**config.mk**
```make
export PLATFORM = sky130hd
export DESIGN_NAME = sync_frame_tx
export DESIGN_NICKNAME = d
export VERILOG_FILES = /design/src/rtl/sync_frame_tx.sv
export SDC_FILE = /design/constraint.sdc
export NUM_CORES = 1
export LEC_CHECK = 0
export CAP_MARGIN = 20
export CORE_UTILIZATION = 35
export CTS_BUF_LIST = sky130_fd_sc_hd__clkbuf_8 sky130_fd_sc_hd__clkbuf_16
export DETAILED_ROUTE_END_ITERATION = 8
export DONT_BUFFER_PORTS = 1
export HOLD_SLACK_MARGIN = 0.06
export MAX_ROUTING_LAYER = met4
export SLEW_MARGIN = 15
export SYNTH_ARGS = -nofsm -noshare
export SYNTH_HDL_FRONTEND = slang
export SYNTH_SLANG_ARGS = --single-unit
```
**constraint.sdc**
```tcl
create_clock -name clk -period 4.04 [get_ports clk]
set_input_delay 0.202 -clock clk [delete_from_list [all_inputs] [get_ports clk]]
set_output_delay 0.202 -clock clk [all_outputs]
set_load 0.02 [all_outputs]
```
**src/rtl/sync_frame_tx.sv**
```systemverilog
// sync_frame_tx: serial frame transmitter.
// Each accepted payload word goes out one bit per clock on tx_bit as a frame:
// sync word (MSB first), payload (MSB first), optional even-parity bit, then
// GAP_W zero guard cycles. The line idles low between frames.
module sync_frame_tx #(
  parameter int                SYNC_W    = 5,
  parameter logic [SYNC_W-1:0] SYNC      = 5'b10010,
  parameter int                DATA_W    = 8,
  parameter int                PARITY_EN = 1,
  parameter int                GAP_W     = 1
) (
  input  logic              clk,
  input  logic              rst,
  input  logic              in_valid,
  input  logic [DATA_W-1:0] in_data,
  output logic              in_ready,
  output logic              tx_bit,
  output logic              tx_en,
  output logic              busy,
  output logic              frame_done
);

  // The single bit counter must reach the longest of the three fields.
  localparam int MAX_SD = (SYNC_W > DATA_W) ? SYNC_W : DATA_W;
  localparam int MAX_W  = (MAX_SD > GAP_W) ? MAX_SD : GAP_W;
  localparam int CNT_W  = $clog2(MAX_W + 1);

  localparam logic [CNT_W-1:0] SYNC_N = CNT_W'(SYNC_W);
  localparam logic [CNT_W-1:0] DATA_N = CNT_W'(DATA_W);
  localparam logic [CNT_W-1:0] GAP_N  = CNT_W'(GAP_W);
  localparam logic [CNT_W-1:0] ONE    = CNT_W'(1);

  typedef enum logic [2:0] {S_IDLE, S_SYNC, S_DATA, S_PAR, S_GAP} state_t;

  // State mirrors the field whose bit is currently on tx_bit; the counter
  // holds how many bits of that field have already been driven.
  state_t              r_state,  w_state_n;
  logic [CNT_W-1:0]    r_cnt,    w_cnt_n;
  logic [DATA_W-1:0]   r_sh,     w_sh_n;
  logic                r_par,    w_par_n;
  logic                r_tx_bit, w_tx_bit_n;
  logic                r_tx_en,  w_tx_en_n;
  logic                r_done,   w_done_n;
  logic [SYNC_W-1:0]   w_sync_sh;
  logic                w_accept;

  // Next sync bit is the MSB of the pattern shifted by the bits already sent.
  assign w_sync_sh = SYNC << r_cnt;

  assign in_ready   = (r_state == S_IDLE) && !rst;
  assign w_accept   = in_valid && in_ready;
  assign busy       = (r_state != S_IDLE);
  assign tx_bit     = r_tx_bit;
  assign tx_en      = r_tx_en;
  assign frame_done = r_done;

  // State and datapath registers; reset aborts any frame in flight.
  always_ff @(posedge clk or posedge rst) begin
    if (rst) begin
      r_state  <= S_IDLE;
      r_cnt    <= '0;
      r_sh     <= '0;
      r_par    <= 1'b0;
      r_tx_bit <= 1'b0;
      r_tx_en  <= 1'b0;
      r_done   <= 1'b0;
    end else begin
      r_state  <= w_state_n;
      r_cnt    <= w_cnt_n;
      r_sh     <= w_sh_n;
      r_par    <= w_par_n;
      r_tx_bit <= w_tx_bit_n;
      r_tx_en  <= w_tx_en_n;
      r_done   <= w_done_n;
    end
  end

  // Next-state and next-output logic; outputs are computed one cycle ahead so
  // the line bits come straight from flops.
  always_comb begin
    w_state_n  = r_state;
    w_cnt_n    = r_cnt;
    w_sh_n     = r_sh;
    w_par_n    = r_par;
    w_tx_bit_n = r_tx_bit;
    w_tx_en_n  = r_tx_en;
    w_done_n   = 1'b0;
    case (r_state)
      S_IDLE: begin
        if (w_accept) begin
          w_sh_n     = in_data;
          w_par_n    = ^in_data;
          w_tx_bit_n = SYNC[SYNC_W-1];
          w_tx_en_n  = 1'b1;
          w_cnt_n    = ONE;
          w_state_n  = S_SYNC;
        end
      end
      S_SYNC: begin
        if (r_cnt < SYNC_N) begin
          w_tx_bit_n = w_sync_sh[SYNC_W-1];
          w_cnt_n    = r_cnt + ONE;
        end else begin
          w_tx_bit_n = r_sh[DATA_W-1];
          w_sh_n     = r_sh << 1;
          w_cnt_n    = ONE;
          w_state_n  = S_DATA;
        end
      end
      S_DATA: begin
        if (r_cnt < DATA_N) begin
          w_tx_bit_n = r_sh[DATA_W-1];
          w_sh_n     = r_sh << 1;
          w_cnt_n    = r_cnt + ONE;
        end else if (PARITY_EN != 0) begin
          w_tx_bit_n = r_par;
          w_state_n  = S_PAR;
        end else begin
          w_tx_bit_n = 1'b0;
          w_tx_en_n  = 1'b0;
          w_done_n   = 1'b1;
          w_cnt_n    = ONE;
          w_state_n  = S_GAP;
        end
      end
      S_PAR: begin
        w_tx_bit_n = 1'b0;
        w_tx_en_n  = 1'b0;
        w_done_n   = 1'b1;
        w_cnt_n    = ONE;
        w_state_n  = S_GAP;
      end
      S_GAP: begin
        if (r_cnt < GAP_N) begin
          w_cnt_n = r_cnt + ONE;
        end else begin
          w_cnt_n   = '0;
          w_state_n = S_IDLE;
        end
      end
      default: begin
        w_tx_bit_n = 1'b0;
        w_tx_en_n  = 1'b0;
        w_cnt_n    = '0;
        w_state_n  = S_IDLE;
      end
    endcase
  end

endmodule

```
==> impl_metrics.prom, run 1 <==
# TYPE chip_impl_metric gauge
chip_impl_info{name="outcome",value="complete, no violations"} 1
chip_impl_metric{name="floorplan.io_pins",unit=""} 16
chip_impl_info{name="layout.cells.most_common_list",value="dfrtp_1 (19), xnor2_1 (8), nor2_1 (7), nand2_1 (7), mux2_1 (7)"} 1
chip_impl_metric{name="pwr_density_cell",unit="mW/mm2"} 792
chip_impl_metric{name="worstPathMaxFanout",unit=""} 19
chip_impl_info{name="holdCritStartpoint",value="in_data[0]"} 1
chip_impl_metric{name="final_period_minus_worst_setup_slack",unit="ns"} 2.03
chip_impl_metric{name="final_max_slew_viol_count",unit=""} 0
chip_impl_metric{name="async_reset_ff_frac",unit=""} 1.00
chip_impl_metric{name="static-leakage-power",unit="nW"} 0.547
chip_impl_metric{name="cts_buffer_depth",unit=""} 2
chip_impl_metric{name="core",unit="mm2"} 0.00334
chip_impl_metric{name="number_of_clock_sinks",unit=""} 19
chip_impl_metric{name="cp_data_arrival_time",unit="ns"} 1.83
chip_impl_info{name="timing.critical_path.to_type",value="output pin"} 1
chip_impl_metric{name="fp.dieW",unit="um"} 61.3
chip_impl_metric{name="clk_transition_reported_paths",unit="ns"} 0.07
chip_impl_metric{name="fmax",unit="MHz"} 492
chip_impl_metric{name="timing.clock.skew",unit="ns"} 0.00198
chip_impl_metric{name="route.vias.total",unit=""} 882
chip_impl_info{name="critical_path.reg2reg.startpoint",value="r_cnt[0]$_DFFE_PP0P_"} 1
chip_impl_metric{name="fp-row-count",unit=""} 21
chip_impl_metric{name="grt_max_degree",unit=""} 20
chip_impl_info{name="sequence_of_cells_on_the_critical_path",value="or3_1, nor2_1"} 1
chip_impl_metric{name="timing_hold_violations_final",unit=""} 0
chip_impl_metric{name="post-route-drc-count",unit=""} 0
chip_impl_metric{name="via_count_of_the_first_global_routing_pass",unit=""} 817
chip_impl_metric{name="synthesis.nets",unit=""} 133
chip_impl_metric{name="route.detailed.wl_per_inst",unit="um"} 14.2
chip_impl_metric{name="antenna_found_initial",unit=""} 0
chip_impl_metric{name="gr-total-overflow",unit=""} 0
chip_impl_metric{name="netlist_area",unit="mm2"} 0.00123
chip_impl_metric{name="routed_via_density",unit=""} 5.31
chip_impl_info{name="rsz0062_at_grt",value="false"} 1
chip_impl_metric{name="cap_viol_max_count",unit=""} 0
chip_impl_metric{name="synth.yosys.seq_area_share",unit=""} 0.387
chip_impl_metric{name="synth_warnings",unit=""} 0
chip_impl_metric{name="dp_slack",unit="ns"} 2.10
chip_impl_metric{name="fin_tns_setup",unit="ns"} 0
chip_impl_metric{name="max-slew-margin-rel",unit=""} 0.513
chip_impl_info{name="layout.cells.most_common",value="dfrtp_1"} 1
chip_impl_metric{name="detailed_routing_iterations_pass_1",unit=""} 4
chip_impl_info{name="cts_tree",value="done"} 1
chip_impl_metric{name="cpPeakStageDelay",unit="ns"} 0.60
chip_impl_metric{name="antenna_cells_inserted",unit=""} 0
chip_impl_metric{name="io_buffer_count",unit=""} 0
chip_impl_metric{name="share_of_final_layout_standard_cells_stronger_than_drive_strength_1",unit=""} 0.158
chip_impl_metric{name="die-area",unit="mm2"} 0.00375
chip_impl_metric{name="totalWireLength",unit="um"} 2350
chip_impl_metric{name="postLayoutSetupSlackWorst",unit="ns"} 2.01
chip_impl_info{name="critPathKind",value="flop to output pin"} 1
chip_impl_info{name="critical-path-slowest-cell",value="dfrtp_1"} 1
chip_impl_metric{name="ant_nets",unit=""} 0
chip_impl_metric{name="ys_seq_elements",unit=""} 19
chip_impl_metric{name="first_iter_violations",unit=""} 42
chip_impl_info{name="cell_family_contributing_the_most_delay_on_the_critical_path",value="simple AND/OR/NAND/NOR gates"} 1
chip_impl_metric{name="cts_htree_levels",unit=""} 1
chip_impl_info{name="clk_root_buffer_cell",value="clkbuf_8"} 1
chip_impl_metric{name="dp_hpwl",unit="um"} 1720
chip_impl_metric{name="floorplan.initialDensity",unit=""} 0.368
chip_impl_metric{name="globalRouteTotalUtil",unit=""} 0.141
chip_impl_metric{name="final_core_util",unit=""} 0.393
chip_impl_metric{name="measured_slew_at_the_worst_slew_check_pin",unit="ns"} 0.730
chip_impl_info{name="most_used_flip_flop_cell_after_synthesis",value="dfrtp_1"} 1
chip_impl_metric{name="avgSynthCellArea",unit="um2"} 10.2
chip_impl_metric{name="postCtsResizedCells",unit=""} 0
chip_impl_metric{name="die_h",unit="um"} 61.3
chip_impl_metric{name="crit_required",unit="ns"} 3.84
chip_impl_metric{name="postSynthCellCount",unit=""} 120
chip_impl_metric{name="design_power_total",unit="W"} 0.00104
chip_impl_metric{name="synth.distinct_cells",unit=""} 43
chip_impl_metric{name="critPathBufInv",unit=""} 0
chip_impl_metric{name="gp_congestion",unit=""} 0.813
chip_impl_metric{name="layout_worst_path_cycle_share",unit=""} 0.503
chip_impl_metric{name="design.final.nets",unit=""} 134
chip_impl_metric{name="worst_ir_drop_vdd",unit="V"} 0.000159
chip_impl_metric{name="timing.hold.ws",unit="ns"} 0.0939
chip_impl_info{name="timing.hold.worst.class",value="input pin to flop"} 1
chip_impl_metric{name="area_growth_syn_to_layout",unit="%"} 6.62
chip_impl_metric{name="worst_skew_pair.late_latency",unit="ns"} 0.26
chip_impl_metric{name="number_of_enable_type_register_cells_in_the_synthesized_netlist",unit=""} 0
chip_impl_metric{name="finalSetupViolations",unit=""} 0
chip_impl_info{name="crit_path_start",value="r_state[2]$_DFFE_PP0P_"} 1
chip_impl_info{name="setup.worst_path.start_class",value="flop"} 1
chip_impl_metric{name="cts-buffers-inserted",unit=""} 3
chip_impl_metric{name="grt_pass1_wl",unit="um"} 3730
path summary, 6_finish.rpt:
kind,to,slack (ns),cells past startpoint
setup reg to reg,r_sh[2]$_DFFE_PP0P_,2.10,6
hold / removal,r_sh[0]$_DFFE_PP0P_,0.09,2
min in group asynchronous,tx_en$_DFFE_PP0P_,0.50,2
max in group asynchronous,r_cnt[3]$_DFFE_PP0P_,3.08,2
setup / recovery,in_ready,2.01,2
hold reg to reg,r_sh[2]$_DFFE_PP0P_,0.51,1
cell usage after synthesis, types with 2 or more instances:
master | number | area (um2)
and2b_1 | 2 | 15.0
mux2_2 | 3 | 33.8
o21ai_0 | 4 | 20.0
mux2i_1 | 3 | 30.0
mux2_4 | 4 | 60.1
mux2_1 | 7 | 78.8
o22ai_1 | 3 | 18.8
nand3_1 | 2 | 10.0
dfrtp_1 | 19 | 475
nand2_1 | 7 | 26.3
inv_1 | 5 | 18.8
nor2_1 | 7 | 26.3
a2bb2oi_1 | 2 | 17.5
ha_1 | 2 | 25.0
a21oi_1 | 5 | 25.0
nor2b_1 | 3 | 18.8
o21ai_1 | 2 | 10.0
o31ai_1 | 2 | 15.0
xnor2_1 | 8 | 70.1
buf_2 | 2 | 10.0
nor2_2 | 2 | 12.5
nor4_1 | 2 | 12.5
nand2b_1 | 4 | 25.0
flip-flops by register name, summed over array words and instances (netlist names):
signal,count
r_sh,8
r_cnt,4
tx_en,1
frame_done,1
r_state,3
tx_bit,1
r_par,1
stage by stage:
stage               cells  area, um2
finish                166       1310
global route          166       1310
CTS                   166       1310
detailed placement    161       1250
global placement      161       1250
floorplan             120       1230
kinds of logic after synthesis:
| kind of cell | Yosys count | synth area share |
|---|---|---|
| buffers and inverters | 11 | 0.0448 |
| AO/OA/AOI/OAI | 26 | 0.152 |
| multiplexers | 17 | 0.165 |
| adder cells (fa/ha/maj) | 2 | 0.0204 |
| AND/OR/NAND/NOR | 37 | 0.174 |
| flip-flops | 19 | 0.387 |
| XOR/XNOR | 8 | 0.0570 |
final cells by class:
type | count | area, um2
multi-input combinational | 90 | 698
inverter | 6 | 22.5
fill | 356 | 2030
timing repair buffer | 1 | 10.0
clock inverter | 1 | 5.00
tap | 46 | 57.6
sequential | 19 | 475
clock buffer | 3 | 41.3
power breakdown:
part | leakage (nW) | switching (W) | internal [W]
Sequential | 0.234 | 0.000110 | 0.000273
Clock | 0.0255 | 0.0000671 | 0.0000688
Combinational | 0.288 | 0.000247 | 0.000272
layer usage:
layer | wire length, um | track usage | vias up
met1 | 1110 | 0.182 | 439
met3 | 41 | 0.0189 | 3
met4 | 45 | 0.0682 | 0
met2 | 1150 | 0.216 | 13
li1 | - | - | 427
met5 | 0 | - | -
repair_timing:
item / in CTS / in global routing
hold buffers: 1 / 0
hold endpoints to repair: 19 / 0
buffers inserted: 0 / 0
worst reg2reg max path: cells and delay by family, from the launching register on:
kind	cells	cell delay, ns
AND/OR/NAND/NOR	1	0.26
flip-flops	1	0.43
buffers and inverters	1	0.07
multiplexers	1	0.38
AO/OA/AOI/OAI	2	0.48
adder cells (fa/ha/maj)	1	0.22
Note: power is estimated with default switching activity, not from simulation.
==> run 2: changes to the inputs <==
==> constraint.sdc (replaced) <==
create_clock -name clk -period 1.9 [get_ports clk]
set_input_delay 0.095 -clock clk [delete_from_list [all_inputs] [get_ports clk]]
set_output_delay 0.095 -clock clk [all_outputs]
set_load 0.02 [all_outputs]
==> impl_metrics.prom, run 2 (synthesized netlist as in run 1, its figures left out) <==
# TYPE chip_impl_metric gauge
chip_impl_metric{name="route.detailed.wl_per_inst",unit="um"} 14.1
chip_impl_metric{name="antenna_found_initial",unit=""} 0
chip_impl_metric{name="pwr-share-seq",unit=""} 0.329
chip_impl_metric{name="dp_hpwl",unit="um"} 1780
chip_impl_metric{name="hold_path_depth",unit=""} 2
chip_impl_metric{name="timing_hold_violations_final",unit=""} 0
chip_impl_metric{name="cap_viol_max_count",unit=""} 0
chip_impl_metric{name="grt_pass1_wl",unit="um"} 4060
chip_impl_metric{name="worst_skew_pair.late_latency",unit="ns"} 0.26
chip_impl_metric{name="ant_nets",unit=""} 0
chip_impl_metric{name="timing.critical_path.depth",unit=""} 3
chip_impl_info{name="holdCritStartpoint",value="rst"} 1
chip_impl_info{name="sequence_of_cells_on_the_critical_path",value="buf_4, or3_1, nor2_2"} 1
chip_impl_info{name="layout.cells.most_common_list",value="dfrtp_1 (18), xnor2_1 (8), nand2_1 (7), mux2_1 (7), buf_4 (7)"} 1
chip_impl_metric{name="first_iter_violations",unit=""} 86
chip_impl_metric{name="design.final.nets",unit=""} 144
chip_impl_metric{name="p_switching",unit="W"} 0.000942
chip_impl_metric{name="worstPathMaxFanout",unit=""} 9
chip_impl_metric{name="timing.clock.skew",unit="ns"} 0.00442
chip_impl_metric{name="measured_slew_at_the_worst_slew_check_pin",unit="ns"} 0.736
chip_impl_info{name="outcome",value="complete, no violations"} 1
chip_impl_info{name="cell_family_contributing_the_most_delay_on_the_critical_path",value="simple AND/OR/NAND/NOR gates"} 1
chip_impl_info{name="layout.cells.most_common",value="dfrtp_1"} 1
chip_impl_metric{name="pwr_density_cell",unit="mW/mm2"} 1680
chip_impl_metric{name="fmax",unit="MHz"} 546
chip_impl_metric{name="ff2ff_setup_slack",unit="ns"} 0.11
chip_impl_info{name="critical-path-slowest-cell",value="dfrtp_1"} 1
chip_impl_metric{name="core",unit="mm2"} 0.00334
chip_impl_info{name="critPathKind",value="flop to output pin"} 1
chip_impl_info{name="largest_registers",value="r_sh x8, r_cnt x4, r_state x3"} 1
chip_impl_metric{name="cts_htree_levels",unit=""} 1
chip_impl_metric{name="via_count_of_the_first_global_routing_pass",unit=""} 898
chip_impl_metric{name="detailed_routing_iterations_pass_1",unit=""} 4
chip_impl_metric{name="cpPeakStageDelay",unit="ns"} 0.50
chip_impl_info{name="r2r-end",value="r_sh[7]$_DFFE_PP0P_"} 1
chip_impl_metric{name="totalWireLength",unit="um"} 2490
chip_impl_metric{name="groute.layer.met1.usage",unit=""} 0.196
chip_impl_info{name="critical_path.reg2reg.startpoint",value="r_cnt[1]$_DFFE_PP0P_"} 1
chip_impl_info{name="cts_tree",value="done"} 1
chip_impl_metric{name="use_met3",unit=""} 0.0147
chip_impl_info{name="timing.critical_path.to_type",value="output pin"} 1
chip_impl_metric{name="share_comb_of_total_power",unit=""} 0.547
chip_impl_metric{name="fp-row-count",unit=""} 21
chip_impl_info{name="top_register",value="r_sh"} 1
chip_impl_metric{name="cts-buffers-inserted",unit=""} 3
chip_impl_metric{name="critPathBufInv",unit=""} 1
chip_impl_metric{name="share_of_final_layout_standard_cells_stronger_than_drive_strength_1",unit=""} 0.223
chip_impl_info{name="rsz0062_at_grt",value="false"} 1
chip_impl_metric{name="max_ffs_per_register",unit=""} 8
chip_impl_metric{name="rr_worst_depth",unit=""} 7
chip_impl_metric{name="fin_tns_setup",unit="ns"} 0
chip_impl_metric{name="clk_transition_reported_paths",unit="ns"} 0.08
chip_impl_info{name="gr-max-usage-layer",value="met2"} 1
chip_impl_metric{name="fraction_of_power_spent_switching_nets",unit=""} 0.399
chip_impl_metric{name="layout_worst_path_cycle_share",unit=""} 0.964
chip_impl_metric{name="routed_via_density",unit=""} 5.25
chip_impl_metric{name="route.vias.total",unit=""} 924
chip_impl_metric{name="gr-total-overflow",unit=""} 0
chip_impl_metric{name="grtUsageMet2",unit=""} 0.242
chip_impl_metric{name="clk_pwr_share",unit=""} 0.124
chip_impl_metric{name="globalRouteTotalUtil",unit=""} 0.150
chip_impl_metric{name="grt_max_degree",unit=""} 20
chip_impl_metric{name="area_growth_syn_to_layout",unit="%"} 14.5
chip_impl_metric{name="finalSetupViolations",unit=""} 0
chip_impl_metric{name="die-area",unit="mm2"} 0.00375
chip_impl_metric{name="timing.hold.ws",unit="ns"} 0.0743
chip_impl_metric{name="post-route-drc-count",unit=""} 0
chip_impl_metric{name="cts_buffer_depth",unit=""} 2
chip_impl_metric{name="gp_congestion",unit=""} 0.848
chip_impl_info{name="timing.hold.worst.class",value="input pin to flop"} 1
chip_impl_metric{name="worst_ir_drop_vdd",unit="V"} 0.000404
chip_impl_metric{name="floorplan.initialDensity",unit=""} 0.368
chip_impl_metric{name="fp.dieW",unit="um"} 61.3
chip_impl_info{name="setup.worst_path.start_class",value="flop"} 1
chip_impl_metric{name="die_h",unit="um"} 61.3
chip_impl_metric{name="floorplan.io_pins",unit=""} 16
chip_impl_metric{name="io_buffer_count",unit=""} 0
chip_impl_info{name="crit_path_start",value="r_state[1]$_DFFE_PP0P_"} 1
chip_impl_metric{name="cp_data_arrival_time",unit="ns"} 1.74
chip_impl_metric{name="static-leakage-power",unit="nW"} 0.599
chip_impl_info{name="timing.hold.worst_endpoint",value="r_par$_DFFE_PP0P_"} 1
chip_impl_metric{name="max-slew-margin-rel",unit=""} 0.509
chip_impl_metric{name="power_report.internal_total",unit="W"} 0.00142
chip_impl_metric{name="final_max_slew_viol_count",unit=""} 0
chip_impl_info{name="clk_root_buffer_cell",value="clkbuf_8"} 1
chip_impl_metric{name="number_of_clock_sinks",unit=""} 19
chip_impl_metric{name="crit_required",unit="ns"} 1.80
chip_impl_metric{name="antenna_cells_inserted",unit=""} 0
chip_impl_metric{name="final_period_minus_worst_setup_slack",unit="ns"} 1.83
-- run 2: changes by cell type in the layout (fill, tap and decap cells not counted), sizes merged --
cell | before | now
dlygate4sd3 | 1 | 3
buf | 0 | 8
-- run 2: metrics by stage --
stage	setup slack, ns	instances	utilization	total power [W]	area, um2
global route	0.000930	176	0.421	0.00255	1410
finish	0.0687	176	0.421	0.00236	1410
floorplan	0.145	120	-	0.00175	1230
detailed placement	0.0467	168	0.391	0.00201	1310
CTS	0.0382	175	0.415	0.00232	1390
global placement	0.120	168	0.391	0.00197	1310
-- run 2: power groups by stage --
stage	Clock (W)	Combinational, W	Sequential, W
floorplan	0	0.00104	0.000708
global placement	0	0.00120	0.000773
detailed placement	0	0.00123	0.000779
CTS	0.000296	0.00125	0.000775
global route	0.000317	0.00143	0.000808
finish	0.000294	0.00129	0.000777
-- run 2: what timing repair did --
item / CTS / global route
gates resized for setup: 1 / 1
endpoints found under the hold margin: 21 / 0
pin swaps: 0 / 1
hold buffers: 3 / 0
setup endpoints to repair: 1 / 7
setup buffers: 0 / 1
-- run 2: per-layer routing --
metal,part of all wire,wire [um]
met4,0.0084,21
met1,0.46,1140
met2,0.51,1280
met5,0,0
met3,0.020,50
-- run 2: worst max-delay path by stage --
stage                     endpoint  slack (ns)
4_1_cts        r_sh[1]$_DFFE_PP0P_        0.04
5_1_grt                   in_ready      0.0009
3_3_place_gp   r_sh[2]$_DFFE_PP0P_        0.12
3_5_place_dp   r_sh[1]$_DFFE_PP0P_        0.05
6_report                  in_ready        0.07
2_1_floorplan  r_sh[1]$_DFFE_PP0P_        0.14
-- run 2: cell type report --
type	instances	area, um2
well taps	46	57.6
multi-input cells	90	701
fillers	323	1930
clock inverters	1	5.00
clock buffers	3	41.3
flip-flops and latches	19	477
inverters	6	22.5
repair buffers	11	103
